`config.mk`:
```
export PLATFORM = sky130hd
export DESIGN_NAME = io_led_switch_port
export DESIGN_NICKNAME = d
export VERILOG_FILES = /design/src/rtl/io_led_switch_port.sv
export SDC_FILE = /design/constraint.sdc
export NUM_CORES = 1
export LEC_CHECK = 0
export ABC_AREA = 1
export BUFFER_PORTS_ARGS = -buffer_cell sky130_fd_sc_hd__buf_2
export CAP_MARGIN = 20
export CORE_ASPECT_RATIO = 0.7
export CORE_MARGIN = 5
export CORE_UTILIZATION = 57
export CTS_BUF_LIST = sky130_fd_sc_hd__clkbuf_8
export CTS_CLUSTER_SIZE = 28
export DETAILED_ROUTE_END_ITERATION = 12
export PLACE_DENSITY = 0.88
export SYNTH_ARGS = -nofsm -noshare
export SYNTH_HDL_FRONTEND = slang
export SYNTH_SLANG_ARGS = --single-unit
```
`constraint.sdc`:
```
create_clock -name clock -period 4.6 [get_ports clock]
set_input_delay 0.46 -clock clock [delete_from_list [all_inputs] [get_ports clock]]
set_output_delay 0.46 -clock clock [all_outputs]
set_load 0.05 [all_outputs]
```
`src/rtl/io_led_switch_port.sv`:
```
`default_nettype none
// ============================================================================
// Module   : io_led_switch_port
// Purpose  : IO-side responder behind the Minisys memory/IO decoder. Holds the
//            24 board LEDs in write-only registers and returns synchronized,
//            optionally debounced, switch state plus a sticky change flag
//            that clears on read.
// Build    : define IO_DEBOUNCE_EN to build the debounce FSM and counter;
//            without it the synchronized switches are taken every clock.
// Ports    : clock, reset      - rising-edge clock, async active-high reset
//            ioRead, ioWrite   - IO strobes from the decoder
//            LEDCtrl           - LED block select   (0xFFFF_FC60 region)
//            SwitchCtrl        - switch block select (0xFFFF_FC70 region)
//            addr_low[2:0]     - register offset
//            io_wdata[15:0]    - write data
//            io_rdata[15:0]    - combinational read data
//            switch_in[23:0]   - raw asynchronous board switches
//            led_out[23:0]     - board LEDs
// Revision : 1.0 - initial release
// ============================================================================
module io_led_switch_port #(
  parameter int unsigned DEBOUNCE_CYCLES = 1_000_000,
  parameter int unsigned CNT_W           = 20
) (
  input  logic        clock,
  input  logic        reset,
  input  logic        ioRead,
  input  logic        ioWrite,
  input  logic        LEDCtrl,
  input  logic        SwitchCtrl,
  input  logic [2:0]  addr_low,
  input  logic [15:0] io_wdata,
  output logic [15:0] io_rdata,
  input  logic [23:0] switch_in,
  output logic [23:0] led_out
);

  localparam logic [2:0] OFS_LO   = 3'd0;
  localparam logic [2:0] OFS_HI   = 3'd2;
  localparam logic [2:0] OFS_STAT = 3'd4;

  // --------------------------------------------------------------------------
  // LED registers
  // --------------------------------------------------------------------------
  logic [23:0] led_q, led_d;

  always_comb begin
    led_d = led_q;
    if (ioWrite && LEDCtrl) begin
      if (addr_low == OFS_LO) begin
        led_d[15:0] = io_wdata;
      end else if (addr_low == OFS_HI) begin
        led_d[23:16] = io_wdata[7:0];
      end
    end
  end

  assign led_out = led_q;

  // --------------------------------------------------------------------------
  // Two-flop synchronizer for the asynchronous switches
  // --------------------------------------------------------------------------
  logic [23:0] sync1_q, sync1_d;
  logic [23:0] sync2_q, sync2_d;
  logic [23:0] sw_sync;

  assign sync1_d = switch_in;
  assign sync2_d = sync1_q;
  assign sw_sync = sync2_q;

  // --------------------------------------------------------------------------
  // Stable switch value and change detection
  // --------------------------------------------------------------------------
  logic [23:0] sw_stable_q, sw_stable_d;
  logic        chg_set;

`ifdef IO_DEBOUNCE_EN
  typedef enum logic [0:0] {
    ST_IDLE  = 1'b0,
    ST_COUNT = 1'b1
  } state_t;

  localparam logic [CNT_W-1:0] CNT_LAST = CNT_W'(DEBOUNCE_CYCLES - 1);
  localparam logic [CNT_W-1:0] CNT_ONE  = CNT_W'(1);

  state_t            state_q, state_d;
  logic [CNT_W-1:0]  cnt_q, cnt_d;
  logic [23:0]       sw_cand_q, sw_cand_d;

  // The bounce-back test comes before the candidate-change test: while
  // counting, sw_cand always differs from sw_stable, so a return to the
  // stable value would otherwise be taken as a new candidate and later
  // re-accepted, raising a spurious change flag.
  always_comb begin
    state_d     = state_q;
    cnt_d       = cnt_q;
    sw_cand_d   = sw_cand_q;
    sw_stable_d = sw_stable_q;
    chg_set     = 1'b0;
    case (state_q)
      ST_IDLE: begin
        if (sw_sync != sw_stable_q) begin
          cnt_d     = CNT_ONE;
          sw_cand_d = sw_sync;
          state_d   = ST_COUNT;
        end
      end
      ST_COUNT: begin
        if (sw_sync == sw_stable_q) begin
          state_d = ST_IDLE;
        end else if (sw_sync != sw_cand_q) begin
          cnt_d     = CNT_ONE;
          sw_cand_d = sw_sync;
        end else if (cnt_q == CNT_LAST) begin
          sw_stable_d = sw_cand_q;
          chg_set     = 1'b1;
          state_d     = ST_IDLE;
        end else begin
          cnt_d = cnt_q + CNT_ONE;
        end
      end
      default: begin
        state_d = ST_IDLE;
      end
    endcase
  end

  always_ff @(posedge clock or posedge reset) begin
    if (reset) begin
      state_q   <= ST_IDLE;
      cnt_q     <= '0;
      sw_cand_q <= '0;
    end else begin
      state_q   <= state_d;
      cnt_q     <= cnt_d;
      sw_cand_q <= sw_cand_d;
    end
  end
`else
  // Debounce parameters have no function in this build.
  logic unused_cfg;
  assign unused_cfg = ^{DEBOUNCE_CYCLES, CNT_W};

  always_comb begin
    sw_stable_d = sw_sync;
    chg_set     = (sw_sync != sw_stable_q);
  end
`endif

  // --------------------------------------------------------------------------
  // Sticky change flag: cleared by a status read, set has priority
  // --------------------------------------------------------------------------
  logic chg_flag_q, chg_flag_d;
  logic sw_rd;

  assign sw_rd = ioRead && SwitchCtrl;

  always_comb begin
    chg_flag_d = chg_flag_q;
    if (sw_rd && (addr_low == OFS_STAT)) begin
      chg_flag_d = 1'b0;
    end
    if (chg_set) begin
      chg_flag_d = 1'b1;
    end
  end

  // --------------------------------------------------------------------------
  // Combinational read mux
  // --------------------------------------------------------------------------
  always_comb begin
    io_rdata = 16'h0000;
    if (sw_rd) begin
      case (addr_low)
        OFS_LO:   io_rdata = sw_stable_q[15:0];
        OFS_HI:   io_rdata = {8'h00, sw_stable_q[23:16]};
        OFS_STAT: io_rdata = {15'h0000, chg_flag_q};
        default:  io_rdata = 16'h0000;
      endcase
    end
  end

  // --------------------------------------------------------------------------
  // State registers
  // --------------------------------------------------------------------------
  always_ff @(posedge clock or posedge reset) begin
    if (reset) begin
      led_q       <= '0;
      sync1_q     <= '0;
      sync2_q     <= '0;
      sw_stable_q <= '0;
      chg_flag_q  <= 1'b0;
    end else begin
      led_q       <= led_d;
      sync1_q     <= sync1_d;
      sync2_q     <= sync2_d;
      sw_stable_q <= sw_stable_d;
      chg_flag_q  <= chg_flag_d;
    end
  end

endmodule
`default_nettype wire

```
==> flow_metrics.py, run 1 <==
metrics = {
    "run_status": {
        "status": "completed",
    },
    "synth": {
        "synth_compound_area_frac": 0.04303,
        "synthMuxAreaShare": 0,
        "synth_seq_cells": 97,
        "yosysWarnings": 0,
        "avgSynthCellArea_sq_um": 11.67,
        "yosys.area_share.adder": 0,
        "synth_top_family_by_area": "simple AND/OR/NAND/NOR gates",
        "synth_xor_area_frac": 0.04674,
        "ys_seq_area_frac": 0.7196,
        "synthSimpleGateAreaFrac": 0.1532,
        "synth_cell_types": 20,
        "syn_inst": 289,
        "syn-num-nets": 338,
        "synth_top_area_share": 0.7196,
        "ys_top_cells_by_area": "dfrtp_1 (72%), nand2_1 (9.5%), xnor2_1 (3.9%), inv_1 (2.8%), o21ai_2 (2.1%)",
        "syn-cell-area_sq_um": 3373,
        "yosysTopAreaCell": "dfrtp_1",
    },
    "setup_path": {
        "end_kind": "output pin",
        "startpoint_type": "input port",
        "crit_type": "in -> out",
        "worst_ep_required_time_ns": 4.14,
        "slowest_delay_ns": 0.62,
        "cp_top_family": "simple AND/OR/NAND/NOR gates",
        "crit_fanout": 18,
        "cp_common_cell": "buf_2",
        "reg2reg_slack_ns": 3.50,
        "reg2reg_depth": 8,
        "worst-path-buf-inv": 3,
        "worst_r2r_startpoint": "sw_stable_d[5]",
        "crit_arrival_ns": 2.01,
        "critical_path.cell_chain": "buf_2 > nor3_4 > inv_1 > nor3_1 > buf_2",
        "cpMaxStageDelayCell": "nor3_4",
        "r2r-end": "chg_flag_q",
    },
    "power_and_ir_drop": {
        "p_total_mw": 1.932,
        "p_leak_nw": 2.142,
        "vdd_ir_drop_max_mv": 0.3232,
        "p_per_area_nw_per_um2": 468.8,
    },
    "clocking": {
        "clock_sinks": 97,
        "clockBufferDepth": 2,
        "htreeDepth": 3,
        "cts_made_buffers": 9,
        "hold_buffers": 0,
        "insertion_delay_ns": 0.34,
        "cts_setup_buffers": 0,
        "post_cts_resized": 0,
        "tritoncts": "built",
        "root_buffer": "clkbuf_8",
        "clk_pin_slew_worst_paths_ns": 0.09,
    },
    "detailed_routing": {
        "dr.pass1.iters": 4,
        "vias": 2260,
        "wire_per_inst_um": 14.36,
        "drcViolationCount": 0,
        "drt_iter0_drc": 83,
        "drtAntennaViolNets": 0,
        "via_per_inst": 4.860,
        "wirelength_um": 6679,
    },
    "die": {
        "fp.dieW_um": 101.9,
        "ios": 89,
        "start_util": 0.5890,
        "core_sq_um": 5727,
        "die_h_um": 74.36,
        "rows": 23,
        "die-area_sq_um": 7581,
    },
    "final_layout": {
        "drive_above_1_share": 0.3077,
        "syn_to_final_growth_pct": 22.18,
        "antennaDiodeCount": 0,
        "nets": 434,
        "layoutNonFillerInstCount": 465,
        "fill_cells": 397,
    },
    "timing": {
        "max_freq_mhz": 404.4,
        "holdWs_ns": 0.08980,
        "finalSetupTns_ns": 0,
        "rsz0062_at_grt": "false",
        "slew_headroom": 0.4690,
        "finalCritPeriodShare": 0.5375,
        "setup_viol": 0,
        "fin_crit_ns": 2.473,
        "skew_ns": 0.006866,
        "report.final.slew_viol_count": 0,
        "finalHoldViolCount": 0,
        "worstMarginPinSlew_ns": 0.7965,
    },
    "global_route": {
        "gr-total-overflow": 0,
        "grt_use_total": 0.1908,
        "grt_pass1_vias": 2325,
        "grt_pass1_wl_um": 10790,
        "antenna_found_initial": 0,
        "grt_max_degree": 66,
    },
    "placement": {
        "place_inst": 449,
        "port_buffers": 88,
        "place_hpwl_um": 4822,
        "finalWeightedCongestion": 0.7632,
    },
    "flow_run": {
        "max_cap_violations": 0,
    },
    "hold_path": {
        "min-delay-path-class": "in -> async",
    },
}
==> per-layer routing <==
metal  vias up  track usage  routed length (um)
li1       1083            -                   -
met1      1097       0.2455                2753
met2        72       0.3167                3471
met3         8      0.05436                 383
met4         0      0.06841                  71
met5         -            0                   0
==> synthesized netlist by cell type <==
cell type,n
buf_6,1
buf_4,1
dfrtp_1,97
inv_1,25
nand4_1,1
o21ai_1,8
nor2_1,15
a21oi_1,7
xnor2_1,15
xor2_1,3
nand2_1,85
nor3_1,2
o21ai_2,8
nand2_2,3
nor3b_4,1
nor3_4,1
clkinv_1,1
buf_2,2
nand3_1,12
nand2_4,1
==> worst max-delay path by stage <==
stage	start	end	slack, ns	cells after the start
floorplan	reset	chg_flag_q	1.61	1
global placement	addr_low[1]	io_rdata[11]	2.19	5
detailed placement	addr_low[1]	io_rdata[11]	2.13	5
CTS	addr_low[1]	io_rdata[11]	2.11	5
global route	addr_low[1]	io_rdata[15]	1.96	5
finish	addr_low[1]	io_rdata[11]	2.13	5
==> report_power, final <==
| part | leakage (nW) | switching [mW] | internal, mW |
|---|---|---|---|
| clock | 0.118 | 0.288 | 0.328 |
| combinational | 0.872 | 0.259 | 0.0864 |
| sequential | 1.15 | 0.0439 | 0.927 |
| total | 2.14 | 0.591 | 1.34 |
==> placed cells by master (no fill, tap or decap), types with 7 or more instances in the layout <==
master,Yosys,layout
nor2_1,15,15
nand2_1,85,85
a21oi_1,7,7
clkbuf_8,0,10
buf_2,2,88
o21ai_1,8,8
inv_1,25,24
dfrtp_1,97,97
xnor2_1,15,15
nand3_1,12,12
o21ai_2,8,8
==> final cells by class <==
class                           instances  area [sq um]  area share
Clock buffer                           10         137.6     0.03339
Clock inverter                          6         95.09     0.02307
Inverter                               26         100.1     0.02429
Multi-Input combinational cell        162         819.5      0.1988
Sequential cell                        97          2427      0.5890
Tap cell                               75         93.84     0.02277
Timing Repair Buffer                   89         447.9      0.1087
==> stage by stage <==
stage	worst slack, ns	area (sq um)	utilization
after global routing	1.962	4121	0.7197
after CTS	2.107	4121	0.7197
final	2.127	4121	0.7197
after detailed placement	2.125	3889	0.6790
after global placement	2.186	3889	0.6790
after floorplan	1.606	3373	-
==> sequential cells by signal, indices dropped and copies added, names as in the netlist <==
| signal | flops |
|---|---|
| led_out | 24 |
| sw_stable_d | 24 |
| sw_stable_q | 24 |
| sync1_q | 24 |
| chg_flag_q | 1 |
==> logic make-up after synthesis <==
family | count (synthesis)
xor+xnor | 18
buf+inv | 30
flops | 97
compound gates | 23
simple gates | 121
No activity file was read; power rests on OpenSTA's default activity.
==> run 2: changes to the inputs <==
--- a/config.mk
+++ b/config.mk
@@ -10,11 +10,11 @@
 export CAP_MARGIN = 20
 export CORE_ASPECT_RATIO = 0.7
 export CORE_MARGIN = 5
-export CORE_UTILIZATION = 57
+export CORE_UTILIZATION = 49
 export CTS_BUF_LIST = sky130_fd_sc_hd__clkbuf_8
 export CTS_CLUSTER_SIZE = 28
 export DETAILED_ROUTE_END_ITERATION = 12
-export PLACE_DENSITY = 0.88
+export PLACE_DENSITY = 0.81
 export SYNTH_ARGS = -nofsm -noshare
 export SYNTH_HDL_FRONTEND = slang
 export SYNTH_SLANG_ARGS = --single-unit
==> constraint.sdc (replaced) <==
create_clock -name clock -period 2.1 [get_ports clock]
set_input_delay 0.21 -clock clock [delete_from_list [all_inputs] [get_ports clock]]
set_output_delay 0.21 -clock clock [all_outputs]
set_load 0.05 [all_outputs]
==> run 2 against run 1 <==
Compared with the run above: via count rose by 2.1%; non-clock buffer count is 28 higher; first-iteration DRC count rose by 11%; critical path depth is the same; clock power grew 95%; core utilization fell by 6.3 points; combinational power increased by 130%; clock skew about the same; flip-flop and latch count unchanged; die area rose by 14%; sequential share of layout area decreased by 3.9 points; clock-buffer cell count stayed put.
==> flow_metrics.py, run 2 (synthesis gave the netlist of run 1 again) <==
metrics = {
    "global_route": {
        "gr-total-overflow": 0,
        "grt_use_total": 0.1714,
        "grt_max_degree": 53,
        "grt_pass1_wl_um": 11210,
        "grt_pass1_vias": 2403,
        "antenna_found_initial": 0,
    },
    "timing": {
        "report.final.slew_viol_count": 0,
        "finalSetupTns_ns": 0,
        "finalHoldViolCount": 0,
        "worstMarginPinSlew_ns": 0.5116,
        "skew_ns": 0.006469,
        "slew_headroom": 0.6586,
        "fin_crit_ns": 1.580,
        "rsz0062_at_grt": "false",
        "max_freq_mhz": 633.0,
        "holdWs_ns": 0.08802,
        "finalCritPeriodShare": 0.7522,
        "setup_viol": 0,
    },
    "die": {
        "fp.dieW_um": 109.2,
        "die-area_sq_um": 8670,
        "ios": 89,
        "die_h_um": 79.42,
        "core_sq_um": 6725,
        "rows": 25,
        "start_util": 0.5016,
    },
    "final_layout": {
        "final_util": 0.6564,
        "antennaDiodeCount": 0,
        "drive_above_1_share": 0.2919,
        "syn_to_final_growth_pct": 30.86,
        "nets": 462,
        "layout.cells.most_common": "dfrtp_1",
        "layout_common_cells": "dfrtp_1 (97), buf_2 (88), nand2_1 (85)",
        "fill_cells": 524,
        "layoutNonFillerInstCount": 512,
        "post-route-cell-area_sq_um": 4414,
    },
    "clocking": {
        "clk_pin_slew_worst_paths_ns": 0.08,
        "tritoncts": "built",
        "cts_setup_buffers": 0,
        "insertion_delay_ns": 0.35,
        "htreeDepth": 3,
        "clockBufferDepth": 2,
        "cts_made_buffers": 9,
        "post_cts_resized": 0,
        "hold_buffers": 25,
        "clock_sinks": 97,
        "root_buffer": "clkbuf_8",
    },
    "setup_path": {
        "startpoint_type": "input port",
        "cpMaxStageDelayCell": "nor3b_4",
        "crit_fanout": 9,
        "cp_common_cell": "buf_2",
        "end_kind": "output pin",
        "slowest_delay_ns": 0.48,
        "crit_arrival_ns": 1.37,
        "critical_path.cell_chain": "buf_2 > nor3b_4 > nand2_1 > a21oi_1 > buf_2",
        "crit_type": "in -> out",
        "worst_ep_required_time_ns": 1.89,
    },
    "hold_path": {
        "min-delay-path-class": "in -> reg",
    },
    "run_status": {
        "status": "completed",
    },
    "power_and_ir_drop": {
        "p_leak_nw": 2.257,
        "vdd_ir_drop_max_mv": 0.4664,
        "p_per_area_nw_per_um2": 931.6,
    },
    "detailed_routing": {
        "dr.pass1.iters": 4,
        "drcViolationCount": 0,
        "vias": 2307,
        "wire_per_inst_um": 12.97,
        "drt_iter0_drc": 92,
        "wirelength_um": 6641,
        "via_per_inst": 4.506,
        "drtAntennaViolNets": 0,
    },
    "placement": {
        "port_buffers": 88,
        "placed_area_sq_um": 3961,
        "finalWeightedCongestion": 0.7982,
        "place_hpwl_um": 4791,
        "place_inst": 471,
    },
    "flow_run": {
        "max_cap_violations": 0,
    },
}
-- run 2: cell count changes in the layout (fill, tap and decap cells not counted), sizes merged --
cell,before,now
bufinv,2,1
clkinv,2,3
dlygate4sd3,0,25
buf,89,92
clkinvlp,0,1
inv,28,27
-- run 2: through the flow --
stage	total power, mW	worst slack, ns
floorplan	2.696	0.1421
global placement	2.903	0.4835
detailed placement	2.929	0.4790
CTS	4.173	0.4749
global route	4.310	0.3726
finish	4.112	0.5203
-- run 2: worst paths after layout --
path,from,to,slack (ns),depth (start not counted)
min,io_wdata[15],led_out[15],0.09,3
max reg2reg,sw_stable_q[6],chg_flag_q,0.97,6
min reg2reg,sync1_q[13],sw_stable_d[13],0.35,0
max,addr_low[0],io_rdata[6],0.52,5
max in group asynchronous,reset,sw_stable_d[9],1.37,4
min in group asynchronous,reset,sync1_q[2],0.48,4
-- run 2: final cells by class --
cell class / instances / area, sq um / share of cell area
clock buffers: 10 / 137.6 / 0.03118
clock inverters: 6 / 65.06 / 0.01474
inverters: 26 / 101.3 / 0.02296
multi-input cells: 162 / 819.5 / 0.1857
flip-flops and latches: 97 / 2427 / 0.5499
well taps: 94 / 117.6 / 0.02664
repair buffers: 117 / 745.7 / 0.1689
-- run 2: routing by layer --
layer,global-route usage,vias up,share of wire
met5,0,-,0
met4,0.07472,0,0.018
met3,0.04931,12,0.066
met2,0.2672,69,0.48
met1,0.2252,1084,0.43
li1,-,1142,-
-- run 2: worst max-delay path, delay by kind of cell --
kind	cells	cell delay, ns
AO/OA/AOI/OAI	1	0.16
buffers and inverters	2	0.42
AND/OR/NAND/NOR	2	0.58
-- run 2: power breakdown --
group | switching [mW] | total (mW) | internal (mW)
clock | 0.610 | 1.20 | 0.587
sequential | 0.0897 | 2.12 | 2.03
combinational | 0.566 | 0.794 | 0.228
==> run 3: changes to the inputs <==
--- a/config.mk
+++ b/config.mk
@@ -10,11 +10,11 @@
 export CAP_MARGIN = 20
 export CORE_ASPECT_RATIO = 0.7
 export CORE_MARGIN = 5
-export CORE_UTILIZATION = 49
+export CORE_UTILIZATION = 54
 export CTS_BUF_LIST = sky130_fd_sc_hd__clkbuf_8
 export CTS_CLUSTER_SIZE = 28
 export DETAILED_ROUTE_END_ITERATION = 12
-export PLACE_DENSITY = 0.81
+export PLACE_DENSITY = 0.84
 export SYNTH_ARGS = -nofsm -noshare
 export SYNTH_HDL_FRONTEND = slang
 export SYNTH_SLANG_ARGS = --single-unit
==> constraint.sdc (replaced) <==
create_clock -name clock -period 1.5 [get_ports clock]
set_input_delay 0.15 -clock clock [delete_from_list [all_inputs] [get_ports clock]]
set_output_delay 0.15 -clock clock [all_outputs]
set_load 0.05 [all_outputs]
==> run 3 against run 2 <==
Compared with the run above: sequential share of layout area is 1.1 points lower; non-clock buffer count is 5 higher; global-route usage is 1.3 points higher; worst setup slack worse by 0.46 ns; largest power group unchanged.
==> flow_metrics.py, run 3 (synthesis gave the netlist of run 1 again) <==
metrics = {
    "die": {
        "die-area_sq_um": 7952,
        "start_util": 0.5480,
        "core_sq_um": 6156,
        "rows": 24,
        "ios": 89,
        "die_h_um": 76.13,
        "fp.dieW_um": 104.5,
    },
    "detailed_routing": {
        "drcViolationCount": 0,
        "vias": 2303,
        "drtAntennaViolNets": 0,
        "dr.pass1.iters": 4,
        "via_per_inst": 4.597,
        "wirelength_um": 6734,
        "wire_per_inst_um": 13.44,
        "drt_iter0_drc": 78,
    },
    "clocking": {
        "insertion_delay_ns": 0.37,
        "clk_pin_slew_worst_paths_ns": 0.10,
        "cts_made_buffers": 9,
        "tritoncts": "built",
        "clock_sinks": 97,
        "htreeDepth": 3,
        "clockBufferDepth": 2,
        "root_buffer": "clkbuf_8",
    },
    "flow_run": {
        "max_cap_violations": 0,
    },
    "global_route": {
        "grt_max_degree": 61,
        "antenna_found_initial": 0,
        "grt_pass1_wl_um": 11540,
        "gr-total-overflow": 0,
        "grt_pass1_vias": 2445,
        "grt_use_total": 0.1847,
    },
    "final_layout": {
        "fill_cells": 429,
        "layout_common_cells": "dfrtp_1 (97), buf_2 (87), nand2_1 (85)",
        "drive_above_1_share": 0.3168,
        "multi_input_area_sq_um": 845.8,
        "layout.cells.most_common": "dfrtp_1",
        "final_util": 0.7315,
        "layoutNonFillerInstCount": 501,
        "antennaDiodeCount": 0,
        "nets": 467,
        "syn_to_final_growth_pct": 33.49,
        "seq_area_sq_um": 2427,
    },
    "setup_path": {
        "crit_fanout": 2,
        "crit_start": "sw_stable_q[3]",
        "crit_arrival_ns": 1.28,
        "end_kind": "output pin",
        "worst_ep_required_time_ns": 1.35,
        "crit_type": "reg -> out",
        "startpoint_type": "flip-flop",
        "worst_r2r_startpoint": "sw_stable_q[7]",
    },
    "power_and_ir_drop": {
        "p_total_mw": 5.844,
        "vdd_ir_drop_max_mv": 0.8962,
        "p_per_area_nw_per_um2": 1298,
        "p_leak_nw": 2.289,
    },
    "timing": {
        "finalSetupTns_ns": 0,
        "slew_headroom": 0.7076,
        "skew_ns": 0.01745,
        "report.final.slew_viol_count": 0,
        "worstMarginPinSlew_ns": 0.4370,
        "max_freq_mhz": 696.9,
        "finalCritPeriodShare": 0.9566,
        "finalHoldViolCount": 0,
        "fin_crit_ns": 1.435,
        "setup_viol": 0,
        "rsz0062_at_grt": "false",
    },
    "hold_path": {
        "min-delay-path-class": "in -> reg",
        "min_from": "io_wdata[11]",
    },
    "placement": {
        "finalWeightedCongestion": 0.8081,
        "place_inst": 457,
        "place_hpwl_um": 4689,
        "port_buffers": 88,
    },
    "run_status": {
        "status": "completed",
    },
}
[run 3: area by class of cell]
type                            count  area share
Clock inverter                      7     0.01806
Sequential cell                    97      0.5390
Clock buffer                        9     0.02751
Inverter                           26     0.02251
Multi-Input combinational cell    162      0.1878
Tap cell                           78     0.02167
Timing Repair Buffer              122      0.1834
[run 3: timing repair]
action | CTS | global route
pin swaps | 1 | 0
buffers inserted | 2 | 0
setup endpoints to repair | 1 | 1
gates resized for setup | 0 | 1
endpoints found under the hold margin | 122 | 0
hold buffers | 26 | 0
[run 3: power breakdown]
part           total [mW]  internal (mW)  switching [mW]
sequential           2.97           2.84           0.127
clock                1.73          0.803           0.931
combinational        1.14          0.336           0.805
[run 3: final timing paths]
kind,endpoint,slack (ns),depth (start not counted)
setup / recovery,io_rdata[3],0.07,3
hold / removal,led_out[11],0.02,3
setup reg to reg,chg_flag_q,0.43,6
hold reg to reg,sw_stable_d[23],0.35,0
max in group asynchronous,led_out[17],0.80,4
min in group asynchronous,sync1_q[22],0.39,4
[run 3: worst max-delay path, stage by stage, from the launching register on]
cell and delay, ns:
dfrtp_1 0.37, nand2_1 0.09, a21oi_2 0.17, buf_2 0.29
[run 3: routing by layer]
metal / wire [um] / part of all wire / track usage
met1: 2810 / 0.42 / 0.2149
met2: 3373 / 0.50 / 0.3104
met3: 415 / 0.062 / 0.06351
met4: 133 / 0.020 / 0.08150
met5: 0 / 0 / 0
[run 3: stage by stage]
step | worst slack, ns | instance area (sq um) | hold slack (ns)
after CTS | 0.03382 | 4501 | 0.002409
after floorplan | -0.3379 | 3403 | 0.1814
after detailed placement | 0.03303 | 3995 | 0.2448
after global placement | 0.09599 | 3995 | 0.2420
after global routing | 0.00002431 | 4503 | 0.02343
final | 0.06517 | 4503 | 0.02138
